--- config.mk ---
export PLATFORM = sky130hd
export DESIGN_NAME = fpu_multicycle_controller
export DESIGN_NICKNAME = d
export VERILOG_FILES = /design/src/rtl/fpu_multicycle_controller_pkg.sv /design/src/rtl/fpu_multicycle_controller_operand_mux.sv /design/src/rtl/fpu_multicycle_controller.sv
export SDC_FILE = /design/constraint.sdc
export NUM_CORES = 1
export LEC_CHECK = 0
export ABC_AREA = 1
export CELL_PAD_IN_SITES_DETAIL_PLACEMENT = 1
export CELL_PAD_IN_SITES_GLOBAL_PLACEMENT = 1
export CORE_AREA = 3 3 191 193
export DETAILED_ROUTE_END_ITERATION = 12
export DIE_AREA = 0 0 194 196
export PLACE_DENSITY = 0.71
export SETUP_SLACK_MARGIN = 0.05
export SYNTH_ARGS = -nofsm -noshare
export SYNTH_HDL_FRONTEND = slang
export SYNTH_SLANG_ARGS = --single-unit
--- constraint.sdc ---
create_clock -name clk -period 3.4 [get_ports clk]
set_input_delay 0.68 -clock clk [delete_from_list [all_inputs] [get_ports clk]]
set_output_delay 0.68 -clock clk [all_outputs]
set_load 0.01 [all_outputs]
--- src/rtl/fpu_multicycle_controller_pkg.sv ---
// Shared FPU definitions: opcodes, controller state encoding, reciprocal
// pass length default and common float constants.
package fpu_multicycle_controller_pkg;

    localparam logic [1:0] FOP_ADD = 2'd0;
    localparam logic [1:0] FOP_SUB = 2'd1;
    localparam logic [1:0] FOP_MUL = 2'd2;
    localparam logic [1:0] FOP_RCP = 2'd3;

    // Default reciprocal pass length; must match the client's step-counter wrap.
    localparam int RCP_CYCLES_DEF = 8;

    // IEEE-754 single 1.0
    localparam logic [31:0] FP_ONE = 32'h3F80_0000;

    typedef enum logic [1:0] {
        ST_IDLE = 2'd0,
        ST_EXEC = 2'd1,
        ST_RCP  = 2'd2
    } state_e;

endpackage

--- src/rtl/fpu_multicycle_controller_operand_mux.sv ---
// fpu_operand_mux: selects who drives the shared adder and multiplier.
// Controller latches drive the units except while the reciprocal client
// owns them. The adder and multiplier selects sit in separate blocks so the
// client's adder->multiplier chaining does not form a false block-level loop.
module fpu_operand_mux #(
    parameter int BITS = 32
) (
    input  logic            sel_client,
    input  logic [BITS-1:0] fa_l,
    input  logic [BITS-1:0] fb_l,
    input  logic            sub_l,
    input  logic [BITS-1:0] rcp_fadd_a,
    input  logic [BITS-1:0] rcp_fadd_b,
    input  logic [BITS-1:0] rcp_fmul_a,
    input  logic [BITS-1:0] rcp_fmul_b,
    output logic [BITS-1:0] add_a,
    output logic [BITS-1:0] add_b,
    output logic            add_sub,
    output logic [BITS-1:0] mul_a,
    output logic [BITS-1:0] mul_b
);

    // Adder ports: client requests (always add) or latched operands.
    always_comb begin
        if (sel_client) begin
            add_a   = rcp_fadd_a;
            add_b   = rcp_fadd_b;
            add_sub = 1'b0;
        end else begin
            add_a   = fa_l;
            add_b   = fb_l;
            add_sub = sub_l;
        end
    end

    // Multiplier ports: client requests or latched operands.
    always_comb begin
        if (sel_client) begin
            mul_a = rcp_fmul_a;
            mul_b = rcp_fmul_b;
        end else begin
            mul_a = fa_l;
            mul_b = fb_l;
        end
    end

endmodule

--- src/rtl/fpu_multicycle_controller.sv ---
// fpu_multicycle_controller: owns the shared float adder and multiplier.
// add/sub/mul finish one edge after accept; reciprocal hands both units to
// the micro-sequencer client for one RCP_CYCLES-step pass.
// Optional macro FPU_BACK_TO_BACK_EN: accept a start in the done cycle.
module fpu_multicycle_controller
    import fpu_multicycle_controller_pkg::*;
#(
    parameter int BITS       = 32,
    parameter int RCP_CYCLES = RCP_CYCLES_DEF
) (
    input  logic            clk,
    input  logic            clr,
    input  logic            start,
    input  logic [1:0]      op,
    input  logic [BITS-1:0] fa,
    input  logic [BITS-1:0] fb,
    output logic            busy,
    output logic            done,
    output logic [BITS-1:0] fz,
    output logic [BITS-1:0] add_a,
    output logic [BITS-1:0] add_b,
    output logic            add_sub,
    input  logic [BITS-1:0] add_z,
    output logic [BITS-1:0] mul_a,
    output logic [BITS-1:0] mul_b,
    input  logic [BITS-1:0] mul_z,
    output logic [BITS-1:0] rcp_fa,
    output logic            rcp_en,
    input  logic [BITS-1:0] rcp_fadd_a,
    input  logic [BITS-1:0] rcp_fadd_b,
    input  logic [BITS-1:0] rcp_fmul_a,
    input  logic [BITS-1:0] rcp_fmul_b,
    input  logic [BITS-1:0] rcp_fz
);

    localparam int            CW       = (RCP_CYCLES > 1) ? $clog2(RCP_CYCLES) : 1;
    localparam logic [CW-1:0] CNT_LAST = CW'(RCP_CYCLES - 1);

    state_e          state_q, state_d;
    logic [1:0]      op_q, op_d;
    logic [BITS-1:0] fa_q, fa_d;
    logic [BITS-1:0] fb_q, fb_d;
    logic [CW-1:0]   cnt_q, cnt_d;
    logic [BITS-1:0] fz_q, fz_d;
    logic            done_q, done_d;
    logic            accept;

`ifdef FPU_BACK_TO_BACK_EN
    // Idle is enough: a start in the done cycle chains straight on.
    assign accept = start && (state_q == ST_IDLE);
`else
    // The done cycle is a dead cycle for new requests.
    assign accept = start && (state_q == ST_IDLE) && !done_q;
`endif

    assign busy   = (state_q != ST_IDLE);
    assign done   = done_q;
    assign fz     = fz_q;
    assign rcp_fa = fa_q;
    assign rcp_en = (state_q == ST_RCP);

    fpu_operand_mux #(.BITS(BITS)) u_mux (
        .sel_client (state_q == ST_RCP),
        .fa_l       (fa_q),
        .fb_l       (fb_q),
        .sub_l      (op_q == FOP_SUB),
        .rcp_fadd_a (rcp_fadd_a),
        .rcp_fadd_b (rcp_fadd_b),
        .rcp_fmul_a (rcp_fmul_a),
        .rcp_fmul_b (rcp_fmul_b),
        .add_a      (add_a),
        .add_b      (add_b),
        .add_sub    (add_sub),
        .mul_a      (mul_a),
        .mul_b      (mul_b)
    );

    // Next-state: accept/latch in IDLE, capture unit or client result at completion.
    always_comb begin
        state_d = state_q;
        op_d    = op_q;
        fa_d    = fa_q;
        fb_d    = fb_q;
        cnt_d   = cnt_q;
        fz_d    = fz_q;
        done_d  = 1'b0;
        case (state_q)
            ST_IDLE: begin
                if (accept) begin
                    op_d    = op;
                    fa_d    = fa;
                    fb_d    = fb;
                    cnt_d   = '0;
                    state_d = (op == FOP_RCP) ? ST_RCP : ST_EXEC;
                end
            end
            ST_EXEC: begin
                fz_d    = (op_q == FOP_MUL) ? mul_z : add_z;
                done_d  = 1'b1;
                state_d = ST_IDLE;
            end
            ST_RCP: begin
                if (cnt_q == CNT_LAST) begin
                    // Client wraps its own step counter on this same edge.
                    fz_d    = rcp_fz;
                    done_d  = 1'b1;
                    cnt_d   = '0;
                    state_d = ST_IDLE;
                end else begin
                    cnt_d = cnt_q + CW'(1);
                end
            end
            default: state_d = ST_IDLE;
        endcase
    end

    // Controller registers; clr aborts any pass without a done.
    always_ff @(posedge clk or posedge clr) begin
        if (clr) begin
            state_q <= ST_IDLE;
            op_q    <= '0;
            fa_q    <= '0;
            fb_q    <= '0;
            cnt_q   <= '0;
            fz_q    <= '0;
            done_q  <= 1'b0;
        end else begin
            state_q <= state_d;
            op_q    <= op_d;
            fa_q    <= fa_d;
            fb_q    <= fb_d;
            cnt_q   <= cnt_d;
            fz_q    <= fz_d;
            done_q  <= done_d;
        end
    end

endmodule
==> summary.txt, run 1 <==
Finish
  • Share of post-route cells with drive strength above 1: 0.0250
  • Final instance area: about 12000 µm²
  • Post-layout net count: 1733
  • Area growth, synth to finish: 90.3%
  • Commonest non-fill, non-tap cell in the layout: nand2_1
  • # diodes: 0
  • Commonest non-fill, non-tap cells in the layout: nand2_1, clkdlybuf4s50_1, dfrtp_1, inv_1, nand3_1

Setup path
  • Critical path's top delay family: buffers and inverters
  • Worst setup SP type: flip-flop
  • Worst path slowest cell: clkdlybuf4s50_1
  • Critical path type: reg -> out
  • Worst path depth: 6
  • Worst EP required: roughly 2.7 ns
  • Worst EP arrival: roughly 2.4 ns
  • CP dominant cell by count: nand2_1
  • R2R depth: 11
  • Worst Setup End Kind: primary output
  • Max incr delay on CP: roughly 0.55 ns
  • WP buf/inv: 3
  • Worst path cell trace: inv_1 -> ha_4 -> buf_4 -> nand2_1 -> nand2_1 -> clkdlybuf4s50_1
  • Worst-path fanout max: between 40 and 50

GRT
  • Vias in the first global route: roughly 8400
  • GRT Resource Usage Total: 0.164
  • Initial antenna violation count: 0
  • First-pass GRT wire length: 49.7 mm
  • Global route total overflow: 0
  • Pin count of the biggest net entering global routing: approximately 100

Clock network
  • Clk root buf: clkbuf_16
  • H-tree depth: 3
  • CTS tree: yes
  • Clock transition at path regs: around 0.080 ns
  • Hold_buf cts: 0
  • Post-CTS resize count: 0
  • Post-CTS setup buffers: 0
  • Maximum clock insertion buffer count: 2
  • # clock sinks: 104
  • CTS Buf Count: 9
  • Clk Latency, worst-skew pair: 0.35 ns

Synth
  • Synthesized flop and latch total: roughly 100
  • Ys Warns: 0
  • Mapped Cells: 982
  • Post-synthesis sequential area ratio: 0.417
  • Mean Syn Cell Area: around 6.4 µm²
  • Netlist cell types: 18
  • Post-Syn Area: about 6200 µm²
  • Synthesized Nets: 1280

Detailed routing
  • Via density: between 4 and 5
  • Routed len/inst: roughly 17 µm
  • Antenna viol nets, final: 0
  • Final WL: between 30 and 40 mm
  • Iteration-0 DRC Markers: roughly 230
  • Routed via count: ~7800
  • Pre-Repair DR Iteration Count: 5
  • Residual DRC count: 0

Min path
  • Hold depth: 2
  • Worst hold path class: reg -> reg

Timing
  • Period Utilization, post-route: 0.894
  • Final Max Tran Viols: 0
  • RSZ-0062 raised after global routing: false
  • Minimum clock period: between 3 and 4 ns
  • Final clock skew: around 0.013 ns
  • Endpoints failing hold: 0
  • Least-Margin Pin Slew: just under 0.6 ns
  • Final setup vio count: 0
  • Max Freq: about 330 MHz
  • Slew headroom: 0.614
  • Aggregate negative setup slack: 0 ns
  • Worst hold slack: around 0.48 ns

Flow run
  • Total of max-cap violations: 0

Power and ir drop
  • Total power: approximately 11 mW
  • Leakage: ~5.7 nW
  • Total power per unit cell area: about 900 nW/µm²
  • Maximum VDD drop: around 0.48 mV

Status
  • Status: complete, no violations

Die
  • Die X: about 190 µm
  • Core Footprint: 34700 µm²
  • FP Rows: a little under 70
  • Initial Util: 0.180
  • # IOs: slightly below 500
  • Total die area: around 38000 µm²
  • Die Span Y: between 150 and 200 µm

Place
  • GP Congestion: around 0.84
  • Post-DP Area: between 10000 and 15000 µm²
  • Post-DP HPWL: around 26 mm
  • PortBufs: between 400 and 500
## worst register-to-register path, cell delays in order (launching register included)
cell,delay (ns)
dfrtp_1,0.38
inv_1,0.10
ha_4,0.19
inv_4,0.15
buf_4,0.30
buf_12,0.31
nand2_1,0.17
nand2_2,0.10
buf_12,0.24
nor2_1,0.13
nand2_1,0.12
nand2_1,0.06
## power breakdown
group | internal [mW] | switching (mW) | total [mW]
registers | 1.84 | 0.388 | 2.23
clock network | 0.568 | 0.520 | 1.09
logic | 3.59 | 3.87 | 7.47
## state kept, by name (all words and copies together), names as in the netlist
name and count:
fb_q 32, fz 32, rcp_fa 32, cnt_q 3
op_q 2, state_q 2, done 1
## per-layer routing
metal	routed length [µm]	vias to the layer above	global-route usage
met2	15800	300	0.285
met5	0	-	0
met3	2400	19	0.0495
met4	318	0	0.0279
li1	-	3885	-
met1	13900	3628	0.205
## cells by family after synthesis
| family | share of synthesized area |
|---|---|
| adders and majority gates | 0.0100 |
| and+or+nand+nor | 0.420 |
| DFF | 0.417 |
| buffers and inverters | 0.0983 |
| AOI/OAI and AO/OA | 0.0546 |
## cells in the mapped netlist, drive strengths merged
cell type    n  share of area
nor2        67          0.040
nand3       71          0.057
clkinv       1        0.00060
o21ai       65          0.052
nand3b       1         0.0012
inv         73          0.044
a21oi        3         0.0024
buf         42          0.043
nand2      531           0.32
nor3         1        0.00080
ha           5          0.010
dfrtp      104           0.42
clkbuf      18          0.011
## stage by stage
step | instances | worst slack, ns | utilization
2_1_floorplan | 982 | 1.34 | -
3_3_place_gp | 1879 | 0.684 | 0.333
3_5_place_dp | 1879 | 0.697 | 0.333
4_1_cts | 1895 | 0.317 | 0.342
5_1_grt | 1895 | 0.218 | 0.342
6_report | 1895 | 0.361 | 0.342
## cell type report
type / count / area (µm²)
multi-input combinational: 744 / 3050
sequential: 104 / 2600
fill: 4322 / 22800
timing repair buffer: 502 / 5060
inverter: 74 / 284
clock buffer: 12 / 267
clock inverter: 4 / 35.0
tap: 455 / 569
## worst paths after layout
| path | slack [ns] | startpoint | endpoint |
|---|---|---|---|
| worst max register to register | 1.03 | state_q[0] | fz[10] |
| max in group asynchronous | 1.97 | clr | cnt_q[1] |
| worst min register to register | 0.48 | fz[26] | fz[26] |
| min in group asynchronous | 0.60 | clr | rcp_fa[1] |
| worst max-delay path | 0.36 | state_q[0] | mul_a[26] |
| worst min-delay path | 0.48 | fz[26] | fz[26] |
No activity file was read; power rests on OpenSTA's default activity.
==> inputs of run 2 (changes only) <==
--- a/config.mk
+++ b/config.mk
@@ -13,6 +13,7 @@
 export DIE_AREA = 0 0 194 196
 export PLACE_DENSITY = 0.71
 export SETUP_SLACK_MARGIN = 0.05
+export SLEW_MARGIN = 20
 export SYNTH_ARGS = -nofsm -noshare
 export SYNTH_HDL_FRONTEND = slang
 export SYNTH_SLANG_ARGS = --single-unit
==> results of run 2 <==
The final DEF is identical to that of run 1; final timing and power are the same.
==> inputs of run 3 (changes only) <==
--- a/config.mk
+++ b/config.mk
@@ -8,9 +8,9 @@
 export ABC_AREA = 1
 export CELL_PAD_IN_SITES_DETAIL_PLACEMENT = 1
 export CELL_PAD_IN_SITES_GLOBAL_PLACEMENT = 1
-export CORE_AREA = 3 3 191 193
+export CORE_AREA = 3 3 187 189
 export DETAILED_ROUTE_END_ITERATION = 12
-export DIE_AREA = 0 0 194 196
+export DIE_AREA = 0 0 190 192
 export PLACE_DENSITY = 0.71
 export SETUP_SLACK_MARGIN = 0.05
 export SLEW_MARGIN = 20
==> constraint.sdc (replaced) <==
create_clock -name clk -period 2.8 [get_ports clk]
set_input_delay 0.56 -clock clk [delete_from_list [all_inputs] [get_ports clk]]
set_output_delay 0.56 -clock clk [all_outputs]
set_load 0.01 [all_outputs]
==> run 3 against run 2 <==
  * Clock power grew 21%
  * Utilization grew 2.6 points
  * Sequential share of layout area shrank 0.77 points
  * First-iteration DRC count shrank 0.44%
  * Combinational power grew 22%
  * Critical path depth grew 2
  * Setup slack lost 0.24 ns
  * Critical path type unchanged
==> summary.txt, run 3 (same netlist as run 1, synthesis figures left out) <==
Power and ir drop
  • Leakage: slightly below 7 nW
  • Total power per unit cell area: around 1100 nW/µm²
  • Total power: around 13 mW
  • Maximum VDD drop: ~0.53 mV

Timing
  • Minimum clock period: approximately 2.7 ns
  • Aggregate negative setup slack: 0 ns
  • Slew headroom: 0.552
  • Endpoints failing hold: 0
  • Max Freq: between 300 and 400 MHz
  • Final setup vio count: 0
  • Final Max Tran Viols: 0
  • Period Utilization, post-route: 0.959
  • Worst hold slack: between 0.4 and 0.5 ns
  • Least-Margin Pin Slew: around 0.67 ns
  • RSZ-0062 raised after global routing: true
  • Final clock skew: between 0.01 and 0.015 ns

Clock network
  • Clk root buf: clkbuf_16
  • CTS Buf Count: 9
  • Clock transition at path regs: roughly 0.08 ns
  • # clock sinks: about 100
  • H-tree depth: 3
  • Clk Latency, worst-skew pair: approximately 0.35 ns
  • Maximum clock insertion buffer count: 2
  • Hold_buf cts: 0
  • CTS tree: yes

Detailed routing
  • Via density: between 4 and 5
  • Residual DRC count: 0
  • Routed via count: 8006
  • Antenna viol nets, final: 0
  • Routed len/inst: approximately 18 µm
  • Final WL: between 30 and 40 mm
  • Iteration-0 DRC Markers: around 230
  • Pre-Repair DR Iteration Count: 4

Finish
  • Fin util: 0.368
  • Commonest non-fill, non-tap cells in the layout: nand2_1, clkdlybuf4s50_1, dfrtp_1, dlymetal6s2s_1
  • Share of post-route cells with drive strength above 1: 0.0338
  • Area growth, synth to finish: 97.3%
  • # diodes: 0
  • Post-route insts no fill: 1899
  • Commonest non-fill, non-tap cell in the layout: nand2_1
  • Post-layout net count: around 1700

Place
  • Post-Place Cells: about 1900
  • PortBufs: approximately 500
  • GP Congestion: 0.811
  • Post-DP HPWL: approximately 26 mm

Setup path
  • Worst setup SP type: flip-flop
  • CP dominant cell by count: nand2_1
  • WP buf/inv: 5
  • Worst EP required: around 2.2 ns
  • Reg2reg setup slack: roughly 0.63 ns
  • Worst path cell trace: inv_2 -> ha_4 -> buf_12 -> clkinv_8 -> clkbuf_16 -> nand2_1 -> nand2_1 -> clkdlybuf4s50_1
  • Worst path slowest cell: clkdlybuf4s50_1
  • Worst EP arrival: 2.12 ns
  • Critical path's top delay family: buffers and inverters
  • Max incr delay on CP: 0.54 ns
  • Worst-path fanout max: 14
  • Critical path type: reg -> out
  • Worst Setup End Kind: primary output

GRT
  • Layer with the highest usage: met2
  • GRT Resource Usage Total: 0.179
  • First-pass GRT wire length: a little over 50 mm
  • Grt met1 use: 0.203
  • GR Layer Usage met2: 0.322
  • Global-route track usage on met3: 0.0653
  • Pin count of the biggest net entering global routing: 64
  • Vias in the first global route: slightly below 9000
  • Initial antenna violation count: 3
  • Global route total overflow: 0

Die
  • Total die area: between 30000 and 40000 µm²
  • Die Span Y: around 190 µm
  • # IOs: between 400 and 500
  • Core Footprint: 33400 µm²
  • Die X: about 190 µm
  • Initial Util: 0.186
  • FP Rows: 67

Min path
  • Worst hold path class: in -> async

Flow run
  • Total of max-cap violations: 0

Status
  • Status: complete, no violations
==> run 3: changes by cell type in the layout (fill, tap and decap cells not counted), moves of 2 or more <==
cell,previous run,this run
inv_6,2,0
clkdlybuf4s50_1,488,404
clkbuf_8,3,0
nand2_2,2,4
dlymetal6s2s_1,0,80
dlygate4sd2_1,0,4
buf_12,6,9
clkinvlp_4,1,3
buf_4,8,11
buf_16,0,5
nand2_1,529,527
==> run 3: final cells by class <==
class	instances	area (µm²)
inverter	74	294
clock buffer	10	229
tap	448	561
fill	4098	21100
multi-input combinational	744	3050
timing repair buffer	514	5510
sequential	104	2600
clock inverter	5	58.8
==> run 3: worst paths after layout <==
check                      startpoint         end  depth (start not counted)
max in group asynchronous         clr     fb_q[6]                          3
min reg2reg                    fz[10]      fz[10]                          2
min                               clr  rcp_fa[20]                          2
min in group clk               fz[10]      fz[10]                          2
max                        state_q[0]   add_b[13]                          8
max reg2reg                state_q[0]       fz[6]                         10
==> run 3: worst register-to-register path, cell delays in order, from the launching register on <==
cell and delay (ns):
dfrtp_1 0.39, inv_2 0.07, ha_4 0.19, buf_12 0.14, clkinv_8 0.08, buf_16 0.17, buf_4 0.56, nor2_1 0.24
nor2_1 0.15, nand2_1 0.06, nand2_1 0.05
==> run 3: power breakdown <==
group,switching (mW),leakage (nW),internal [mW],total [mW]
logic,4.76,5.38,4.37,9.13
registers,0.523,1.29,2.24,2.76
clock network,0.624,0.135,0.692,1.32
total,5.91,6.81,7.30,13.2
==> run 3: repair_timing <==
item / CTS / global route
gates cloned: 3 / 1
gates resized for setup: 13 / 84
setup buffers: 3 / 5
hold endpoints to repair: 0 / 0
endpoints found under the setup margin: 59 / 125
==> run 3: per-stage QoR <==
step,setup WS (ns),area [µm²]
6_report,0.116,12300
5_1_grt,0.0287,12300
4_1_cts,0.0100,12100
3_5_place_dp,0.351,11600
3_3_place_gp,0.350,11600
2_1_floorplan,0.857,6240
==> run 3: routing by layer <==
metal	vias up	routed length, µm
li1	3899	-
met1	3756	13700
met2	309	17100
met3	36	2890
met4	6	609
met5	-	41
